<file path="src/rtl/serial_alu_seq_if.sv">
`default_nettype none
// ============================================================================
//  Module   : serial_alu_seq_if
//  Purpose  : Host-side request/response bundle for the bit-serial sequencer.
//  Revision : 1.0 - initial release
// ============================================================================
interface serial_alu_seq_if #(
    parameter int WIDTH = 8
);
    logic             start;
    logic [1:0]       op;
    logic [WIDTH-1:0] a;
    logic [WIDTH-1:0] b;
    logic             cin;
    logic             busy;
    logic             done;
    logic [WIDTH-1:0] result;
    logic             cout;
    logic             zero;

    modport master (
        output start, op, a, b, cin,
        input  busy, done, result, cout, zero
    );

    modport slave (
        input  start, op, a, b, cin,
        output busy, done, result, cout, zero
    );
endinterface
`default_nettype wire

</file>
<file path="src/rtl/serial_alu_seq.sv">
`default_nettype none
// ============================================================================
//  Module   : serial_alu_seq
//  Purpose  : Drives an external 1-bit ALU slice LSB-first to build a
//             WIDTH-bit result with carry and zero flags.
//  Revision : 1.0 - initial release
// ============================================================================
module serial_alu_seq #(
    parameter int WIDTH = 8
) (
    input  logic            clk,
    input  logic            rst_n,
    serial_alu_seq_if.slave host,
    output logic            alu_a,
    output logic            alu_b,
    output logic            alu_cin,
    output logic [1:0]      alu_op,
    input  logic            alu_result,
    input  logic            alu_cout
);
    localparam int              CW       = (WIDTH > 1) ? $clog2(WIDTH) : 1;
    localparam logic [CW-1:0]   c_LAST   = CW'(WIDTH - 1);
    localparam logic [1:0]      c_OP_ADD = 2'b11;

    typedef enum logic [1:0] {
        S_IDLE = 2'd0,
        S_RUN  = 2'd1,
        S_DONE = 2'd2
    } state_t;

    state_t           r_state;
    logic [WIDTH-1:0] r_a_sh;
    logic [WIDTH-1:0] r_b_sh;
    logic [WIDTH-1:0] r_res_sh;
    logic [1:0]       r_op;
    logic             r_carry;
    logic [CW-1:0]    r_cnt;

    logic [WIDTH-1:0] w_res_next;
    logic             w_carry_next;
    logic             w_run;

    // The slice's raw carry-out is only meaningful for ADD; logic ops forward 0.
    assign w_res_next   = {alu_result, r_res_sh[WIDTH-1:1]};
    assign w_carry_next = (r_op == c_OP_ADD) & alu_cout;
    assign w_run        = (r_state == S_RUN);

    assign alu_a   = w_run & r_a_sh[0];
    assign alu_b   = w_run & r_b_sh[0];
    assign alu_cin = w_run & r_carry;
    assign alu_op  = r_op;

    always_ff @(posedge clk or negedge rst_n) begin
        if (!rst_n) begin
            r_state     <= S_IDLE;
            r_a_sh      <= '0;
            r_b_sh      <= '0;
            r_res_sh    <= '0;
            r_op        <= 2'b00;
            r_carry     <= 1'b0;
            r_cnt       <= '0;
            host.busy   <= 1'b0;
            host.done   <= 1'b0;
            host.result <= '0;
            host.cout   <= 1'b0;
            host.zero   <= 1'b0;
        end else begin
            case (r_state)
                S_RUN: begin
                    r_a_sh   <= r_a_sh >> 1;
                    r_b_sh   <= r_b_sh >> 1;
                    r_res_sh <= w_res_next;
                    r_carry  <= w_carry_next;
                    if (r_cnt == c_LAST) begin
                        r_state     <= S_DONE;
                        host.busy   <= 1'b0;
                        host.done   <= 1'b1;
                        host.result <= w_res_next;
                        host.cout   <= w_carry_next;
                        host.zero   <= (w_res_next == '0);
                    end else begin
                        r_cnt <= r_cnt + CW'(1);
                    end
                end
                default: begin
                    // IDLE and DONE both accept a new request
                    host.done <= 1'b0;
                    if (host.start) begin
                        r_state   <= S_RUN;
                        r_a_sh    <= host.a;
                        r_b_sh    <= host.b;
                        r_op      <= host.op;
                        r_carry   <= host.cin;
                        r_res_sh  <= '0;
                        r_cnt     <= '0;
                        host.busy <= 1'b1;
                    end else begin
                        r_state <= S_IDLE;
                    end
                end
            endcase
        end
    end
endmodule
`default_nettype wire

</file>
<file path="src/flat_wrapper.sv">
// flat-port wrapper written by rule: the top's interface ports become plain ports
module serial_alu_seq_flat 
#(
    parameter int WIDTH = 8
)
  (clk, rst_n, alu_a, alu_b, alu_cin, alu_op, alu_result, alu_cout, host_start, host_op, host_a, host_b, host_cin, host_busy, host_done, host_result, host_cout, host_zero);
  serial_alu_seq_if #(.WIDTH(WIDTH)) host_i ();
  input  logic clk;
  input  logic rst_n;
  output logic alu_a;
  output logic alu_b;
  output logic alu_cin;
  output logic [1:0] alu_op;
  input  logic alu_result;
  input  logic alu_cout;
  input wire logic [$bits(host_i.start)-1:0] host_start;
  input wire logic [$bits(host_i.op)-1:0] host_op;
  input wire logic [$bits(host_i.a)-1:0] host_a;
  input wire logic [$bits(host_i.b)-1:0] host_b;
  input wire logic [$bits(host_i.cin)-1:0] host_cin;
  output wire logic [$bits(host_i.busy)-1:0] host_busy;
  output wire logic [$bits(host_i.done)-1:0] host_done;
  output wire logic [$bits(host_i.result)-1:0] host_result;
  output wire logic [$bits(host_i.cout)-1:0] host_cout;
  output wire logic [$bits(host_i.zero)-1:0] host_zero;
  assign host_i.start = host_start;
  assign host_i.op = host_op;
  assign host_i.a = host_a;
  assign host_i.b = host_b;
  assign host_i.cin = host_cin;
  assign host_busy = host_i.busy;
  assign host_done = host_i.done;
  assign host_result = host_i.result;
  assign host_cout = host_i.cout;
  assign host_zero = host_i.zero;
  serial_alu_seq #(.WIDTH(WIDTH)) u_core (.clk(clk), .rst_n(rst_n), .host(host_i), .alu_a(alu_a), .alu_b(alu_b), .alu_cin(alu_cin), .alu_op(alu_op), .alu_result(alu_result), .alu_cout(alu_cout));
endmodule
</file>
<file path="config.mk">
export PLATFORM = sky130hd
export DESIGN_NAME = serial_alu_seq_flat
export DESIGN_NICKNAME = d
export VERILOG_FILES = /design/src/rtl/serial_alu_seq_if.sv /design/src/rtl/serial_alu_seq.sv /design/src/flat_wrapper.sv
export SDC_FILE = /design/constraint.sdc
export NUM_CORES = 1
export LEC_CHECK = 0
export CAP_MARGIN = 10
export CORE_MARGIN = 2
export CORE_UTILIZATION = 52
export CTS_BUF_LIST = sky130_fd_sc_hd__clkbuf_8
export CTS_CLUSTER_DIAMETER = 150
export DETAILED_ROUTE_END_ITERATION = 8
export GPL_ROUTABILITY_DRIVEN = 0
export PLACE_DENSITY = 0.81
export SYNTH_ARGS = -nofsm -noshare
export SYNTH_HDL_FRONTEND = slang
export SYNTH_SLANG_ARGS = --single-unit
</file>
<file path="constraint.sdc">
create_clock -name clk -period 2.2 [get_ports clk]
set_clock_uncertainty 0.1 [all_clocks]
set_input_delay 0.33 -clock clk [delete_from_list [all_inputs] [get_ports clk]]
set_output_delay 0.33 -clock clk [all_outputs]
set_load 0.03 [all_outputs]
</file>
Yosys cells after proc, flatten, opt, wreduce, memory -nomap -nowiden:

Index checks and enable logic that the tools add are counted.

* register bits: 44
* bits of input ports: 24

* add/subtract/negate cells: 1
* eq/ne operators: 5
* muxes and demuxes: 19
* bitwise logic cells: 5
* reduce and logical (&&, ||, !) cells: 6

Operator list (count)
* 8-bit 2-to-1 mux: 6
* 3-bit 2-to-1 mux: 3
* 8-bit logical NOT: 1
* 1-bit 2-to-1 mux: 8
* 2-bit AND reduction: 4
* 1-bit bitwise AND: 4
* 2-bit 2-to-1 mux: 2
* 2-bit inequality test (second input constant): 2
* 3-bit by 1-bit adder with 3-bit output (second input constant): 1
* 3-bit equality test (second input constant): 1
* 2-bit by 1-bit equality test with 1-bit output (second input constant): 1
* 2-bit equality test (second input constant): 1
* 2-bit nonzero test: 1
* 1-bit NOT: 1

Depth between registers and ports, before layout:

Gate-level depths: netlist (run 1).

* word-level depth: 3
* gate-level depth with buffers: 6

Worst setup path before layout (run 1):

Ideal clock, no wire load.

* path kind: flip-flop to output port
* from: register u_core.r_state[1]
* to: output port alu_a
* arrival time: 1.173 ns
* required time: 1.770 ns
* path slack: 0.597 ns
* cell stages (with the launch flop): 5
* path through: dfrtp_1 nor2b_4 buf_6 buf_6 and2_1

* cells in the longest elaborated chain, start to end: 2

RTL lines
* from (decl): line serial_alu_seq.sv:31 `state_t r_state;`
* from (signal assigned): line serial_alu_seq.sv:55 `r_state <= S_IDLE;`
* from (signal assigned): line serial_alu_seq.sv:75 `r_state <= S_DONE;`
* from (signal assigned): line serial_alu_seq.sv:89 `r_state <= S_RUN;`
* 2-bit by 1-bit equality test with 1-bit output: line serial_alu_seq.sv:46 `assign w_run = (r_state == S_RUN);`
* 1-bit bitwise AND: line serial_alu_seq.sv:48 `assign alu_a = w_run & r_a_sh[0];`
* to (decl): line flat_wrapper.sv:10 `output logic alu_a;`

No other way between the ends.

Worst setup path in the final report (run 1):

* from: register u_core.r_state[0]
* to: output port alu_cin

* cells in the longest elaborated chain, start to end: 2

RTL lines
* 2-bit by 1-bit equality test with 1-bit output: line serial_alu_seq.sv:46
* 1-bit bitwise AND: line serial_alu_seq.sv:50 `assign alu_cin = w_run & r_carry;`
* to (decl): line flat_wrapper.sv:12 `output logic alu_cin;`

No other way between the ends.

==> flow_metrics.py, run 1 <==
metrics = {
    "sta": {
        "relSlewSlack": 0.746,
        "worstMarginPinSlew_ns": 0.381,
        "finalCritPeriodShare": 0.851,
        "post-route-min-period_ns": 1.87,
        "setup_slack_ns": 0.328,
        "drv_slew": 0,
        "setup_violations": 0,
        "whs_ns": 0.365,
        "fmax_ghz": 0.534,
        "rsz0062_at_grt": "no",
        "setup_tns_ns": 0,
        "hold_viol": 0,
    },
    "global_route": {
        "grt_pass1_vias": 1327,
        "antenna_found_initial": 0,
        "grt_first_pass_wirelength_um": 5980,
        "gr-total-overflow": 0,
        "grt_max_degree": 30,
        "grt.total_usage": 0.194,
    },
    "power_and_ir_drop": {
        "vdd.ir_drop.worst_mv": 0.640,
        "cellPowerDensity_nw_per_um2": 1390,
        "leakage_nw": 1.13,
        "power_mw": 3.35,
    },
    "finish": {
        "post_route_cells_drive_above_1_share": 0.152,
        "fin_util": 0.705,
        "syn_to_final_growth_pct": 27.6,
        "layout_commonest_cell": "dfrtp_1",
        "antenna-diode-count": 0,
        "stdcell_count": 250,
        "final_nets": 230,
        "design_area_um2": 2410,
        "final_cell_mix": "42 x dfrtp_1, 36 x clkdlybuf4s50_1, 25 x nand2_1",
    },
    "floorplanning": {
        "die_w_um": 64.3,
        "ios": 41,
        "dieArea_um2": 4130,
        "start_util": 0.553,
        "rows": 21,
        "coreArea_um2": 3420,
        "fp.dieH_um": 64.3,
    },
    "setup_path": {
        "crit_arrival_ns": 1.44,
        "cp_slowest_cell": "dfrtp_1",
        "crit_family": "simple AND/OR/NAND/NOR gates",
        "slowest_delay_ns": 0.41,
        "worst-path-max-fanout": 15,
        "cp_num_buf_inv": 1,
        "rr_worst_depth": 5,
        "path_class": "reg -> out",
        "rr_startpoint": "u_core.r_cnt[0]",
        "crit_path_cell_trace": "nor2b_4 > and2_1 > buf_4",
        "rrSetupSlack_ns": 0.54,
        "cp_data_required_time_ns": 1.77,
        "start_kind": "flip-flop",
        "end_kind": "output port",
        "r2r_end": "u_core.r_cnt[0]",
    },
    "clocking": {
        "cts_max_level": 2,
        "cts_resized": 0,
        "cts_sinks": 42,
        "clock_latency_ns": 0.30,
        "cts_setup_buffers": 0,
        "cts_tree": "built",
        "clk_path_buf_depth": 2,
        "hold_buffers": 1,
        "numCtsBuffers": 5,
        "root_buffer": "clkbuf_8",
        "path_clk_slew_ns": 0.08,
    },
    "route": {
        "drt-total-wl_um": 3480,
        "routedWlPerCell_um": 13.9,
        "via_per_inst": 5.10,
        "num_vias": 1276,
        "drt_iter0_drc": 66,
        "drc": 0,
        "dr.pass1.iters": 4,
        "ant_nets": 0,
    },
    "place": {
        "pre_cts_slack_ns": 0.386,
        "placedInstanceArea_um2": 2290,
        "placed_cells": 241,
        "port_buffers": 40,
        "dp_hpwl_um": 2550,
    },
    "logic_synthesis": {
        "synth-seq-cells": 42,
        "synth_cells": 160,
        "seq_area_frac_synth": 0.557,
        "yosysUniqueCellTypes": 23,
        "synth_largest_area_cell": "dfrtp_1",
        "syn-num-nets": 187,
        "yosys.area.top_type_share": 0.557,
        "ys_top_cells_by_area": "dfrtp_1 56%, mux2i_1 8.5%, o21ai_0 6.1%, mux2_4 5.6%, nand2_1 5.0%",
        "netlist_area_um2": 1890,
        "synth_warnings": 0,
        "avgSynthCellArea_um2": 11.8,
    },
    "outcome": {
        "outcome": "complete, no violations",
    },
    "hold_path": {
        "hold_path.class": "in -> async",
    },
    "run": {
        "cap_violations": 0,
    },
}
kinds of logic after synthesis:
| logic type | count (synthesis) | share of synthesized area |
|---|---|---|
| DFF | 42 | 0.557 |
| buffers and inverters | 10 | 0.0431 |
| muxes | 27 | 0.164 |
| AOI/OAI and AO/OA | 29 | 0.0842 |
| and+or+nand+nor | 49 | 0.132 |
| adders and majority gates | 3 | 0.0199 |
registers in the layout (all words and copies together) (netlist names):
register / cells
u_core.r_state: 2
u_core.r_b_sh: 8
u_core.r_res_sh: 7
u_core.r_carry: 1
u_core.host.zero: 1
u_core.r_cnt: 3
u_core.r_a_sh: 8
u_core.host.busy: 1
u_core.host.result: 8
u_core.host.cout: 1
u_core.alu_op: 2
worst register-to-register path, stage by stage (launching register included):
cell and delay [ns]:
dfrtp_1 0.41, ha_1 0.24, ha_1 0.23, nand3b_4 0.20, o21ai_2 0.11, mux2_4 0.26
area by class of cell:
type	instances	area [um^2]
clock buffers	5	68.8
repair buffers	46	435
clock inverters	3	40.0
flip-flops and latches	42	1050
multi-input cells	108	756
fillers	265	1010
well taps	46	57.6
worst max-delay path by stage:
stage | to | depth (start not counted) | startpoint | slack [ns]
3_5_place_dp | u_core.alu_op[0] | 4 | host_start | 0.39
4_1_cts | alu_cin | 3 | u_core.r_state[0] | 0.29
6_report | alu_cin | 3 | u_core.r_state[0] | 0.33
2_1_floorplan | alu_a | 4 | u_core.r_state[1] | 0.60
3_3_place_gp | u_core.alu_op[1] | 4 | host_start | 0.43
5_1_grt | alu_cin | 3 | u_core.r_state[0] | 0.23
per-layer routing:
| layer | vias up | global-route usage | routed length (um) |
|---|---|---|---|
| met1 | 608 | 0.216 | 1390 |
| met4 | 0 | 0.0612 | 46 |
| met5 | - | 0 | 0 |
| met2 | 30 | 0.344 | 1860 |
| li1 | 631 | - | - |
| met3 | 7 | 0.0704 | 176 |
cell usage after synthesis, drive strengths merged:
master	n
ha	3
nand3b	1
nand3	1
mux2i	16
buf	9
a22o	2
mux2	11
a211oi	1
clkbuf	1
nand2	25
nand2b	8
nor2	6
and2	4
nor2b	2
a21oi	2
nor4	2
dfrtp	42
o21ai	24
power breakdown:
part	switching [mW]	internal [mW]	total [mW]
clock network	0.256	0.334	0.589
logic	0.761	0.669	1.43
registers	0.225	1.10	1.33
Power figures use the tool's default switching activity.
==> run 2, diff against run 1 <==
SLEW_MARGIN = 20   (was unset)
==> results of run 2 <==
Same layout as run 1: the final DEF is identical, and so are final timing and power.
==> run 3, diff against run 2 <==
CTS_CLUSTER_DIAMETER = unset   (was 150)
clock period = 1.8 ns   (was 2.2 ns; I/O delays follow)
==> flow_metrics.py, run 3 (synthesized netlist as in run 1, its figures left out) <==
metrics = {
    "power_and_ir_drop": {
        "switching_power_mw": 1.52,
        "leakage_nw": 1.15,
        "cellPowerDensity_nw_per_um2": 1660,
        "vdd.ir_drop.worst_mv": 0.721,
        "power_frac_comb": 0.454,
        "sequentialPowerShare": 0.408,
        "clock_power_share": 0.138,
        "p_sw_frac": 0.383,
        "power.internal_mw": 2.46,
    },
    "setup_path": {
        "start_kind": "flip-flop",
        "slowest_delay_ns": 0.68,
        "cp_slowest_cell": "clkdlybuf4s50_1",
        "path_class": "reg -> out",
        "cp_data_required_time_ns": 1.43,
        "crit_family": "buffers and inverters",
        "worst-path-max-fanout": 3,
        "crit_arrival_ns": 1.35,
        "crit_path_cell_trace": "clkdlybuf4s50_1",
        "end_kind": "output port",
        "cp_num_buf_inv": 1,
    },
    "finish": {
        "final_cell_mix": "42 x dfrtp_1, 35 x clkdlybuf4s50_1, 25 x nand2_1",
        "post_route_cells_drive_above_1_share": 0.146,
        "final_nets": 232,
        "antenna-diode-count": 0,
        "layout_commonest_cell": "dfrtp_1",
        "multi_input_area_um2": 756,
        "seq_area_um2": 1050,
        "reg_top3": "u_core.host.result: 8 flops, u_core.r_a_sh: 8 flops, u_core.r_b_sh: 8 flops",
        "fillers": 269,
        "syn_to_final_growth_pct": 26.8,
    },
    "clocking": {
        "numCtsBuffers": 5,
        "cts_tree": "built",
        "cts_sinks": 42,
        "root_buffer": "clkbuf_8",
        "cts_max_level": 2,
        "path_clk_slew_ns": 0.08,
        "clk_path_buf_depth": 2,
        "clock_latency_ns": 0.29,
    },
    "route": {
        "ant_nets": 0,
        "via_per_inst": 5.17,
        "drt-total-wl_um": 3540,
        "num_vias": 1298,
        "routedWlPerCell_um": 14.1,
        "drc": 0,
        "drt_iter0_drc": 51,
        "dr.pass1.iters": 4,
    },
    "sta": {
        "setup_slack_ns": 0.0796,
        "post-route-min-period_ns": 1.72,
        "whs_ns": 0.385,
        "setup_violations": 0,
        "rsz0062_at_grt": "no",
        "hold_viol": 0,
        "finalCritPeriodShare": 0.956,
        "drv_slew": 0,
        "relSlewSlack": 0.645,
        "setup_tns_ns": 0,
        "worstMarginPinSlew_ns": 0.533,
        "fmax_ghz": 0.581,
    },
    "global_route": {
        "grt_max_degree": 43,
        "antenna_found_initial": 0,
        "grt.total_usage": 0.198,
        "gr-total-overflow": 0,
        "grt_first_pass_wirelength_um": 6220,
        "grt_pass1_vias": 1353,
    },
    "floorplanning": {
        "ios": 41,
        "coreArea_um2": 3420,
        "die_w_um": 64.3,
        "dieArea_um2": 4130,
        "start_util": 0.553,
        "rows": 21,
        "fp.dieH_um": 64.3,
    },
    "run": {
        "cap_violations": 0,
    },
    "place": {
        "dp_hpwl_um": 2600,
        "port_buffers": 40,
        "pre_cts_slack_ns": 0.164,
    },
    "outcome": {
        "outcome": "complete, no violations",
    },
    "hold_path": {
        "hold_path.class": "reg -> reg",
    },
}
-- run 3: cell types whose count changed in the layout (fill, tap and decap cells not counted), sizes merged --
cell and delta:
clkinv -2, bufinv -1, inv +2, dlymetal6s2s +1, buf +2, clkdlybuf4s50 -1
-- run 3: path summary, 6_finish.rpt --
path | from | to | slack [ns] | cells past startpoint
setup / recovery | u_core.alu_op[0] | alu_op[0] | 0.08 | 1
hold / removal | u_core.host.cout | u_core.host.cout | 0.39 | 2
setup reg to reg | u_core.r_cnt[0] | u_core.r_cnt[0] | 0.15 | 5
hold reg to reg | u_core.host.cout | u_core.host.cout | 0.39 | 2
max in group asynchronous | rst_n | u_core.r_cnt[1] | 0.76 | 3
min in group asynchronous | rst_n | u_core.host.result[4] | 0.47 | 3
-- run 3: worst reg2reg max path, cell delays in order (launching register included) --
cell	delay, ns
dfrtp_1	0.41
ha_1	0.22
ha_1	0.23
nand3b_4	0.20
o21ai_2	0.12
mux2_4	0.26
-- run 3: metrics by stage --
stage / power [mW] / area [um^2] / util / cells
6_report: 3.98 / 2390 / 0.701 / 251
3_5_place_dp: 3.43 / 2290 / 0.670 / 241
2_1_floorplan: 2.87 / 1890 / - / 160
3_3_place_gp: 3.32 / 2290 / 0.670 / 241
5_1_grt: 4.28 / 2390 / 0.701 / 251
4_1_cts: 4.03 / 2390 / 0.700 / 251
-- run 3: repair_timing --
item,in CTS,in global routing
setup buffers,2,0
gates resized for setup,0,1
endpoints found under the hold margin,42,0
hold buffers,1,0
cloned,0,0
endpoints found under the setup margin,1,1
-- run 3: per-layer routing --
layer  routed length [um]  global-route usage
met1                 1520               0.237
met2                 1760               0.342
met3                  206              0.0669
met4                   51              0.0532
met5                    0                   0
-- run 3: area by class of cell --
class,instances,area share
Multi-Input combinational cell,108,0.316
Tap cell,46,0.0240
Clock inverter,2,0.00314
Sequential cell,42,0.439
Clock buffer,5,0.0288
Timing Repair Buffer,48,0.189
-- run 3: power by group through the flow --
stage          clock [mW]  sequential, mW  combinational (mW)
6_report            0.549            1.62                1.81
5_1_grt             0.610            1.68                1.99
2_1_floorplan           0            1.85                1.02
4_1_cts             0.566            1.63                1.84
3_5_place_dp            0            1.64                1.79
3_3_place_gp            0            1.61                1.71
==> RTL change 1, RTL diff (settings of run 2) <==
Put a register stage on the outputs `alu_a`, `alu_b` and `alu_cin`, cleared by the reset. The values now appear one clock later. The other outputs are not delayed to match.
--- a/src/rtl/serial_alu_seq.sv
+++ b/src/rtl/serial_alu_seq.sv
@@ -46,7 +46,15 @@
     assign w_run        = (r_state == S_RUN);
 
-    assign alu_a   = w_run & r_a_sh[0];
-    assign alu_b   = w_run & r_b_sh[0];
-    assign alu_cin = w_run & r_carry;
+    always_ff @(posedge clk or negedge rst_n) begin
+        if (!rst_n) begin
+            alu_a   <= '0;
+            alu_b   <= '0;
+            alu_cin <= '0;
+        end else begin
+            alu_a   <= w_run & r_a_sh[0];
+            alu_b   <= w_run & r_b_sh[0];
+            alu_cin <= w_run & r_carry;
+        end
+    end
     assign alu_op  = r_op;
 
Behaviour: not the same (a bounded check fails within 4 cycles, from zero or initial values and one cycle with rst_n low).
==> RTL change 1 against run 2 <==
Total power rose by 0.49%; cell count rose by 1.2%; worst setup slack improved by 0.023 ns; core utilization fell by 2.2 points; non-clock buffer count fell by 2; sequential cell count rose by 3; area after synthesis rose by 4.0%; die area rose by 3.7%; fmax rose by 1.3%; final area rose by 3.1%; wire length fell by 5.2%; clock power fell by 7.5%; via count fell by 1.0%.
==> RTL change 1: results (changes against run 2) <==
| Metric | Value |
|---|---|
| Post-route insts no fill | `253 (+1.2%)` |
| Crit-path leading delay family | `buffers and inverters` |
| Syn nets | `190 (+1.6%)` |
| Ys async rst share | `1.00 (unchanged)` |
| Final HPWL DP | `2420 um (-5.1%)` |
| Worst EP arrival | `1.42 ns (-0.02 ns)` |
| Tot GR Track Use | `0.182 (-0.0118)` |
| Netlist cell types | `24 (+4.3%)` |
| Peak supply drop | `0.597 mV (-6.6%)` |
| Mapped Cells | `163 (+1.9%)` |
| Port Buffers | `40 (unchanged)` |
| Status | `finished, final reports clean` |
| Worst-Margin Slew | `0.502 ns (+0.121 ns)` |
| Mux share of post-synthesis cell area | `0.158 (-0.00628)` |
| Met1 GRT Util | `0.209 (-0.00717)` |
| Filler Cells Inserted | `290 (+9.4%)` |
| Placed cells | `244 (+1.2%)` |
| Static leakage | `1.16 nW (+2.3%)` |
| Vias in the first global route | `1318 (-0.68%)` |
| Met2 usage | `0.327 (-0.0172)` |
| Cell Area, Placed | `0.00237 mm2 (+3.6%)` |
| Synth top cells by count | `45 x dfrtp_1, 25 x nand2_1, 20 x o21ai_0, 16 x mux2i_1, 8 x nand2b_1` |
| Nets | `231 (+0.43%)` |
| Compound-Gate Fraction of Synth Area | `0.0809 (-0.00322)` |
| Hold Crit Class | `reg -> reg` |
| Synth area leaders | `dfrtp_1 57%, mux2i_1 8.2%, mux2_4 5.4%, o21ai_0 5.1%, nand2_1 4.8%` |
| Post-DR vias/cell | `4.99 (-2.2%)` |
| CP max stage cell | `clkdlybuf4s50_1` |
| Post-place setup slack | `0.521 ns (+0.135 ns)` |
| DR WL/cell | `13.0 um (-6.3%)` |
| First-pass GRT wire length | `5800 um (-3.0%)` |
| Global Route met3 Usage | `0.0548 (-0.0156)` |
| Worst path max stage delay | `0.70 ns (+0.29 ns)` |
| Iter 0 DRT Violations | `29 (-56%)` |
| Sequential element share of the synthesized area | `0.574 (+0.0170)` |
| Fraction of layout cells with a size suffix above 1 | `0.127 (-0.0251)` |
| Post-Synth Adder-Cell Area | `0.0191 (-0.000760)` |
| Crit Path Max Fanout | `4 (-11)` |
## RTL change 1: area by class of cell
cell class	instances	area (um2)	area share
repair buffers	44	440	0.177
clock buffers	7	96.3	0.0388
flip-flops and latches	45	1130	0.453
multi-input cells	108	756	0.304
clock inverters	1	5.00	0.00202
well taps	48	60.1	0.0242
## RTL change 1: worst paths after layout
path	startpoint	cells after the start	slack (ns)	end
max	u_core.host.done	1	0.35	host_done
min	u_core.r_b_sh[1]	2	0.38	u_core.r_b_sh[0]
max reg2reg	u_core.r_cnt[0]	5	0.55	u_core.r_cnt[0]
min reg2reg	u_core.r_b_sh[1]	2	0.38	u_core.r_b_sh[0]
max in group asynchronous	rst_n	3	0.92	u_core.r_cnt[0]
min in group asynchronous	rst_n	2	0.40	u_core.r_a_sh[0]
## RTL change 1: layer usage
layer / vias to the layer above / part of all wire
met1: 602 / 0.42
met5: - / 0
met4: 0 / 0.011
met2: 26 / 0.52
li1: 630 / -
met3: 5 / 0.046
## RTL change 1: cell families (layout without fill, tap and decap cells)
family | Yosys count | after routing
AO/OA/AOI/OAI | 29 | 29
adder cells (fa/ha/maj) | 3 | 3
multiplexers | 27 | 27
flip-flops | 45 | 45
buffers and inverters | 10 | 52
AND/OR/NAND/NOR | 49 | 49
## RTL change 1: tightest hold or removal path: cells and delay by family, from the launching register on
kind,cells,cell delay (ns)
and+or+nand+nor,1,0.05
AOI/OAI and AO/OA,1,0.06
DFF,1,0.35
## RTL change 1: what timing repair did
action / CTS / global route
hold buffers: 1 / 0
endpoints found under the hold margin: 18 / 0
setup buffers: 0 / 0
## RTL change 1: power breakdown
part | switching, mW | leakage [nW] | internal (mW)
Clock | 0.261 | 0.0542 | 0.284
Sequential | 0.221 | 0.576 | 1.18
Combinational | 0.754 | 0.527 | 0.665
==> RTL change 2, RTL diff (settings of run 2) <==
Without the edit above. `WIDTH` is set to 8 in 3 places; all go to 16.
--- a/src/rtl/serial_alu_seq_if.sv
+++ b/src/rtl/serial_alu_seq_if.sv
@@ -6,5 +6,5 @@
 // ============================================================================
 interface serial_alu_seq_if #(
-    parameter int WIDTH = 8
+    parameter int WIDTH = 16
 );
     logic             start;
--- a/src/rtl/serial_alu_seq.sv
+++ b/src/rtl/serial_alu_seq.sv
@@ -7,5 +7,5 @@
 // ============================================================================
 module serial_alu_seq #(
-    parameter int WIDTH = 8
+    parameter int WIDTH = 16
 ) (
     input  logic            clk,
--- a/src/flat_wrapper.sv
+++ b/src/flat_wrapper.sv
@@ -2,5 +2,5 @@
 module serial_alu_seq_flat 
 #(
-    parameter int WIDTH = 8
+    parameter int WIDTH = 16
 )
   (clk, rst_n, alu_a, alu_b, alu_cin, alu_op, alu_result, alu_cout, host_start, host_op, host_a, host_b, host_cin, host_busy, host_done, host_result, host_cout, host_zero);
Ports: changed (resized host_a, host_b and host_result); port bits go from 41 to 65. No check against the original RTL was run, so the function may have changed too.
==> RTL change 2 against run 2 <==
Wire length rose by 79%; area after synthesis rose by 74%; sequential cell count rose by 33; global-route usage fell by 0.21 points; final area rose by 74%; total power rose by 77%; sequential share of layout area rose by 1.0 points; die area rose by 69%; clock power rose by 130%; worst setup slack barely moved; sequential power rose by 74%; critical path depth did not move; largest power group is now sequential cells.
==> RTL change 2: results (changes against run 2) <==
| Metric | Value |
|---|---|
| Vias in the first global route | `2239 (+69%)` |
| Post-place setup slack | `0.461 ns (+0.0746 ns)` |
| Fraction of layout cells with a size suffix above 1 | `0.143 (-0.00870)` |
| Clock power frac | `0.224 (+0.048)` |
| Synth top cells by count | `75 x dfrtp_1, 62 x nand2_1, 47 x o21ai_0, 34 x mux2i_1, 11 x mux2_2` |
| # H-tree levels | `3 (+1)` |
| Status | `finished, final reports clean` |
| Worst R2R Setup Slack | `0.47 ns (-0.07 ns)` |
| Largest net degree at the start of global routing | `48 (+60%)` |
| Crit Path Max Fanout | `16 (+1)` |
| Hold_ws | `0.216 ns (-0.149 ns)` |
| Nets | `392 (+70%)` |
| Seq/total area | `0.447 (+0.0103)` |
| Syn nets | `329 (+76%)` |
| Clock buffer count | `12 (+7)` |
| Port Buffers | `64 (+60%)` |
| RR Endpoint | `u_core.host.result[1]` |
| First-pass GRT wire length | `10700 um (+79%)` |
| Switching pwr | `2.16 mW (+74%)` |
| Tot GR Track Use | `0.192 (-0.00207)` |
| Final HPWL DP | `4210 um (+65%)` |
| Global Route met3 Usage | `0.0623 (-0.00811)` |
| Filler Cells Inserted | `455 (+72%)` |
| Inverters | `3 (+3)` |
| Worst path max stage delay | `0.38 ns (-0.03 ns)` |
| Largest registers | `u_core.host.result (16), u_core.r_a_sh (16), u_core.r_b_sh (16)` |
| Met1 GRT Util | `0.265 (+0.0486)` |
| Worst rel slew slack | `0.639 (-0.107)` |
| Worst reg2reg path depth | `4 (-1)` |
| DR WL/cell | `14.4 um (+3.9%)` |
| Placed cells | `414 (+72%)` |
| Crit path from | `u_core.r_state[1]` |
-- RTL change 2: worst reg2reg max path, cell delays in order (launching register included) --
cell,delay [ns]
dfrtp_1,0.38
ha_1,0.26
nand3_4,0.14
nor2_8,0.34
mux2_2,0.39
-- RTL change 2: logic make-up (layout without fill, tap and decap cells) --
kind of cell / Yosys count / count (layout) / synth area share
mux: 54 / 54 / 0.182
buf+inv: 21 / 89 / 0.0415
fa+ha+maj: 1 / 1 / 0.00381
compound gates: 53 / 53 / 0.0834
flops: 75 / 75 / 0.571
simple gates: 84 / 84 / 0.118
-- RTL change 2: how the worst max path moves through the flow --
stage,slack [ns],cells after the start,end
after floorplan,0.46,4,alu_a
after CTS,0.30,3,alu_cin
after detailed placement,0.46,4,u_core.host.result[1]
after global placement,0.52,4,u_core.host.result[5]
after global routing,0.23,3,alu_b
final,0.33,3,alu_cin
